===== config.mk =====
export PLATFORM = sky130hd
export DESIGN_NAME = fetch_unit
export DESIGN_NICKNAME = d
export VERILOG_FILES = /design/src/rtl/fetch_unit.sv
export SDC_FILE = /design/constraint.sdc
export NUM_CORES = 1
export LEC_CHECK = 0
export ABC_AREA = 1
export CORE_MARGIN = 2
export CORE_UTILIZATION = 41
export DETAILED_ROUTE_END_ITERATION = 10
export PLACE_DENSITY = 0.77
export SYNTH_ARGS = -nofsm -noshare
export SYNTH_HDL_FRONTEND = slang
export SYNTH_SLANG_ARGS = --single-unit

===== constraint.sdc =====
create_clock -name clk -period 1.6 [get_ports clk]
set_clock_uncertainty 0.1 [all_clocks]
set_input_delay 0.24 -clock clk [delete_from_list [all_inputs] [get_ports clk]]
set_output_delay 0.24 -clock clk [all_outputs]
set_load 0.005 [all_outputs]

===== src/rtl/fetch_unit.sv =====
// fetch_unit: multicycle instruction fetch stage.
// Owns the PC and instruction register and handshakes one instruction-memory read per FETCH state.
//
// Ports:
//   clk, reset       clock; asynchronous active-low reset
//   fetch_en         controller is in FETCH (level)
//   pc_inc           one-cycle pulse: pc += 4
//   jump_en          one-cycle pulse: pc = jump_target with bit 0 cleared (wins over pc_inc)
//   jump_target      jump destination
//   mem_req          read request to instruction memory
//   mem_addr         read address, stable while mem_req is high
//   mem_rdata        read data, valid with mem_ack
//   mem_ack          one-cycle read completion strobe
//   instr            instruction register
//   instr_valid      instr was fetched for the current FETCH state
//   pc               current program counter
//   fetch_busy       combinational stall for the controller clock enable
//   fetch_fault      sticky misaligned-fetch flag
module fetch_unit #(
    parameter int unsigned          XLEN      = 32,
    parameter logic [XLEN-1:0]      RESET_PC  = 32'h0000_0000,
    parameter logic [XLEN-1:0]      NOP_INSTR = 32'h0000_0013
) (
    input  logic            clk,
    input  logic            reset,
    input  logic            fetch_en,
    input  logic            pc_inc,
    input  logic            jump_en,
    input  logic [XLEN-1:0] jump_target,
    output logic            mem_req,
    output logic [XLEN-1:0] mem_addr,
    input  logic [XLEN-1:0] mem_rdata,
    input  logic            mem_ack,
    output logic [XLEN-1:0] instr,
    output logic            instr_valid,
    output logic [XLEN-1:0] pc,
    output logic            fetch_busy,
    output logic            fetch_fault
);

    typedef enum logic [1:0] {
        IDLE  = 2'd0,
        WAIT  = 2'd1,
        HOLD  = 2'd2,
        FAULT = 2'd3
    } state_e;

    state_e          state_q, state_d;
    logic [XLEN-1:0] pc_q, pc_d;
    logic [XLEN-1:0] instr_q, instr_d;
    logic            instr_valid_q, instr_valid_d;
    logic            mem_req_q, mem_req_d;
    logic [XLEN-1:0] mem_addr_q, mem_addr_d;
    logic            fault_q, fault_d;
    logic [XLEN-1:0] jump_pc;

    // Jumps land on a halfword boundary; bit 1 can still be set and is
    // caught as a misaligned fetch.
    assign jump_pc = jump_target & ~XLEN'(1);

    always_ff @(posedge clk or negedge reset) begin
        if (!reset) begin
            state_q       <= IDLE;
            pc_q          <= RESET_PC;
            instr_q       <= NOP_INSTR;
            instr_valid_q <= 1'b0;
            mem_req_q     <= 1'b0;
            mem_addr_q    <= '0;
            fault_q       <= 1'b0;
        end else begin
            state_q       <= state_d;
            pc_q          <= pc_d;
            instr_q       <= instr_d;
            instr_valid_q <= instr_valid_d;
            mem_req_q     <= mem_req_d;
            mem_addr_q    <= mem_addr_d;
            fault_q       <= fault_d;
        end
    end

    // PC update runs independently of the fetch FSM; the in-flight
    // request keeps its own copy of the address in mem_addr_q.
    always_comb begin
        pc_d = pc_q;
        if (jump_en) begin
            pc_d = jump_pc;
        end else if (pc_inc) begin
            pc_d = pc_q + XLEN'(4);
        end
    end

    always_comb begin
        state_d       = state_q;
        instr_d       = instr_q;
        instr_valid_d = instr_valid_q;
        mem_req_d     = mem_req_q;
        mem_addr_d    = mem_addr_q;
        fault_d       = fault_q;
        unique case (state_q)
            IDLE: begin
                if (fetch_en) begin
                    if (pc_q[1:0] == 2'b00) begin
                        state_d    = WAIT;
                        mem_req_d  = 1'b1;
                        mem_addr_d = pc_q;
                    end else begin
                        state_d = FAULT;
                        fault_d = 1'b1;
                    end
                end
            end
            WAIT: begin
                if (mem_ack) begin
                    state_d       = HOLD;
                    instr_d       = mem_rdata;
                    instr_valid_d = 1'b1;
                    mem_req_d     = 1'b0;
                end
            end
            HOLD: begin
                // One fetch per FETCH state: wait for fetch_en to drop.
                if (!fetch_en) begin
                    state_d       = IDLE;
                    instr_valid_d = 1'b0;
                end
            end
            FAULT: begin
                // Terminal until reset.
                state_d = FAULT;
            end
            default: begin
                state_d = IDLE;
            end
        endcase
    end

    assign fetch_busy  = ((state_q == IDLE) && fetch_en)
                       || (state_q == WAIT)
                       || (state_q == FAULT);
    assign mem_req     = mem_req_q;
    assign mem_addr    = mem_addr_q;
    assign instr       = instr_q;
    assign instr_valid = instr_valid_q;
    assign pc          = pc_q;
    assign fetch_fault = fault_q;

endmodule


==> flow_summary.toml <==
[sta]
setup_total_negative_slack_ps = -130.9
timing_hold_violations_final = 0
max_clock_freq_mhz = 618.7
finalCriticalPeriod_ps = 1616
final.setup.worst_slack_ps = -16.23
grt_setup_unrepaired = "true"
post_route_fraction_of_the_period_consumed_by_the_critical_path_pct = 101.0
setup_viol_count_final = 10
slew_viol_final = 0

[pwr]
comb_power_share_pct = 43.8
seq_power_share_pct = 35.2
power_per_cell_area_mw_per_mm2 = 1421
internal_power_mw = 7.964
netSwitchingFraction_pct = 29.77
power_switching_mw = 3.376
leakagePower_nw = 3.924
ir_worst_vdd_uv = 924.1
clock_network_fraction_of_total_power_pct = 21.1

[cells_and_area]
nets = 850
diodes = 0
area_growth_pct = 67.69
final_layout_size_suffix_gt1_share_pct = 26.44

[floorplanning]
die-height_um = 111.7
floorplan.core_area_mm2 = 0.01137
placementRows = 39
design.die.area_mm2 = 0.01249
die_width_um = 111.7
ioPinCount = 170
initial_utilization_pct = 41.86

[setup_path]
r2r_setup_slack_ps = -20
cp_max_fo = 6
cp.arrival_ps = 1800
crit_path_end_kind = "register"
path_class = "reg -> reg"
timing.critical_path.required_ps = 1780
critical_path.startpoint_type = "register"

[detailed_routing]
first_drt_iteration_drcs = 358
num_vias = 4726
route.antenna.remaining_nets = 0
routed_wirelength_mm = 15.65
wl_per_cell_um = 16.97
drtPass1Iterations = 5
drc = 0
via_per_inst = 5.126

[place]
pre_cts_slack_ps = -151.3
dp_hpwl_mm = 10.29
gp_routability_congestion = 0.9384
placement.io_buffers = 166

[synth]
seq_total_area_yosys_pct = 52.13
synth_cell_types = 31
synth_seq_cells = 99
edff_count_synth = 0
async_reset_ff_share_pct = 100.0
synthFlopType = "dfrtp_1"
syn-cell-area_mm2 = 0.004760
syn_avg_cell_area_um2 = 8.863
yosys_warnings = 0
netlist_instances = 537

[job]
drv.max_cap_violation_count = 0

[global_routing]
global_route.overflow_total = 0
grt_pass1_wl_mm = 23.78
grt_pass1_vias = 4709
grt_antenna_before_repair = 0
track_usage_pct = 23.76
pin_count_of_the_biggest_net_entering_global_routing = 56

[clock_tree]
cts-buffers-inserted = 9
clock_tree_from_tritoncts = "built"
clock_tree.root_cell = "clkbuf_16"
worstSkewPairLatency_ps = 350
cts_max_path_buffers = 2
htreeDepth = 3
worst_setup_hold_path_clk_slew_ps = 70
numClockSinks = 99

[run_status]
failed_checks = "setup timing"
outcome = "finished, violations left"

[worst_hold_path]
hold_path_class = "in -> async"
==> per-layer routing <==
layer,up-vias,global-route usage [%],wire length (um)
li1,2224,-,-
met1,2248,30.64,6676
met2,223,39.72,7471
met3,31,5.607,1100
met4,0,7.737,399
met5,-,0,0
==> cells in the final DEF, fill, tap and decap left out, drive strengths merged, types with 2 or more instances in the layout <==
master,n
a21oi,4
a22oi,21
and2,2
buf,77
bufinv,2
clkbuf,14
clkdlybuf4s15,2
clkdlybuf4s50,128
clkinv,2
conb,2
dfrtp,96
dfstp,3
dlygate4sd2,14
dlymetal6s2s,20
ha,6
inv,45
mux2,32
nand2,169
nand3,39
nor2,47
o211ai,3
o21ai,40
xor2,3
==> through the flow <==
stage	std cells	hold WS, ps	cell area [um2]	power, mW	util, %
2_1_floorplan	538	-155.6	4763	5.407	-
3_3_place_gp	860	-37.47	6790	7.825	59.72
3_5_place_dp	860	-34.03	6790	8.014	59.72
4_1_cts	912	146.8	7523	10.81	66.17
5_1_grt	922	148.7	7981	11.97	70.20
6_report	922	152.5	7981	11.34	70.20
==> synth_stat cells, types with 3 or more instances <==
cell type	instances	area, um2
nand2_1	164	615.6
dfrtp_1	96	2402
inv_1	45	168.9
nand3_1	39	195.2
o21ai_0	39	195.2
nor2_1	34	127.6
mux2_2	32	360.4
a22oi_1	21	157.7
buf_2	9	45.04
nor2_2	8	50.05
clkbuf_1	6	22.52
ha_1	6	75.07
nor2_4	5	56.30
a21oi_1	4	20.02
nand2_2	4	25.02
buf_4	3	22.52
dfstp_2	3	78.83
o211ai_1	3	22.52
xor2_1	3	26.28
==> worst max-delay path: stages, from the launching register on <==
cell and delay (ps):
dfrtp_1 420, ha_4 170, nand2_4 50, nor2_4 160, nand2_4 130, nor2_4 220
nand2_2 80, nand2_2 80, nand3_2 60, nand2_1 70
==> cell type report <==
type / instances / area [um2]
multi-input cells: 374 / 2380
well taps: 143 / 178.9
fillers: 807 / 3388
repair buffers: 244 / 2426
clock inverters: 4 / 72.57
inverters: 46 / 172.7
flip-flops and latches: 99 / 2495
clock buffers: 12 / 256.5
==> worst paths after layout <==
| check | endpoint | cells past startpoint | start |
|---|---|---|---|
| hold / removal | instr[2] | 2 | reset |
| min in group clk | pc[14] | 3 | jump_target[14] |
| setup reg to reg | pc[22] | 9 | pc[3] |
| setup / recovery | pc[22] | 9 | pc[3] |
| hold reg to reg | mem_addr[30] | 2 | mem_addr[30] |
| max in group asynchronous | instr[1] | 3 | reset |
==> what timing repair did <==
item	CTS	global route
buffers inserted	33	8
pin swaps	8	24
hold endpoints to repair	96	0
gates cloned	2	2
endpoints found under the setup margin	76	104
hold buffers	1	0
gates resized for setup	59	108
==> power by group through the flow <==
stage / registers, mW / logic [mW] / clock network (mW)
after floorplan: 4.02 / 1.39 / 0
after global placement: 3.97 / 3.85 / 0
after detailed placement: 4.03 / 3.98 / 0
after CTS: 3.95 / 4.45 / 2.41
after global routing: 4.09 / 5.34 / 2.54
final: 3.99 / 4.96 / 2.39
==> registers in the layout, summed over array words and instances, names as in the netlist <==
signal       cells
instr_valid      1
state_q          2
pc              31
instr           32
mem_req          1
fetch_fault      1
mem_addr        31
==> kinds of logic after synthesis <==
group,share of synthesized area (%)
adder cells (fa/ha/maj),1.577
AND/OR/NAND/NOR,23.08
AO/OA/AOI/OAI,9.043
multiplexers,7.781
buffers and inverters,5.757
XOR/XNOR,0.5522
other,0.07879
flip-flops,52.13
Power figures use the tool's default switching activity.
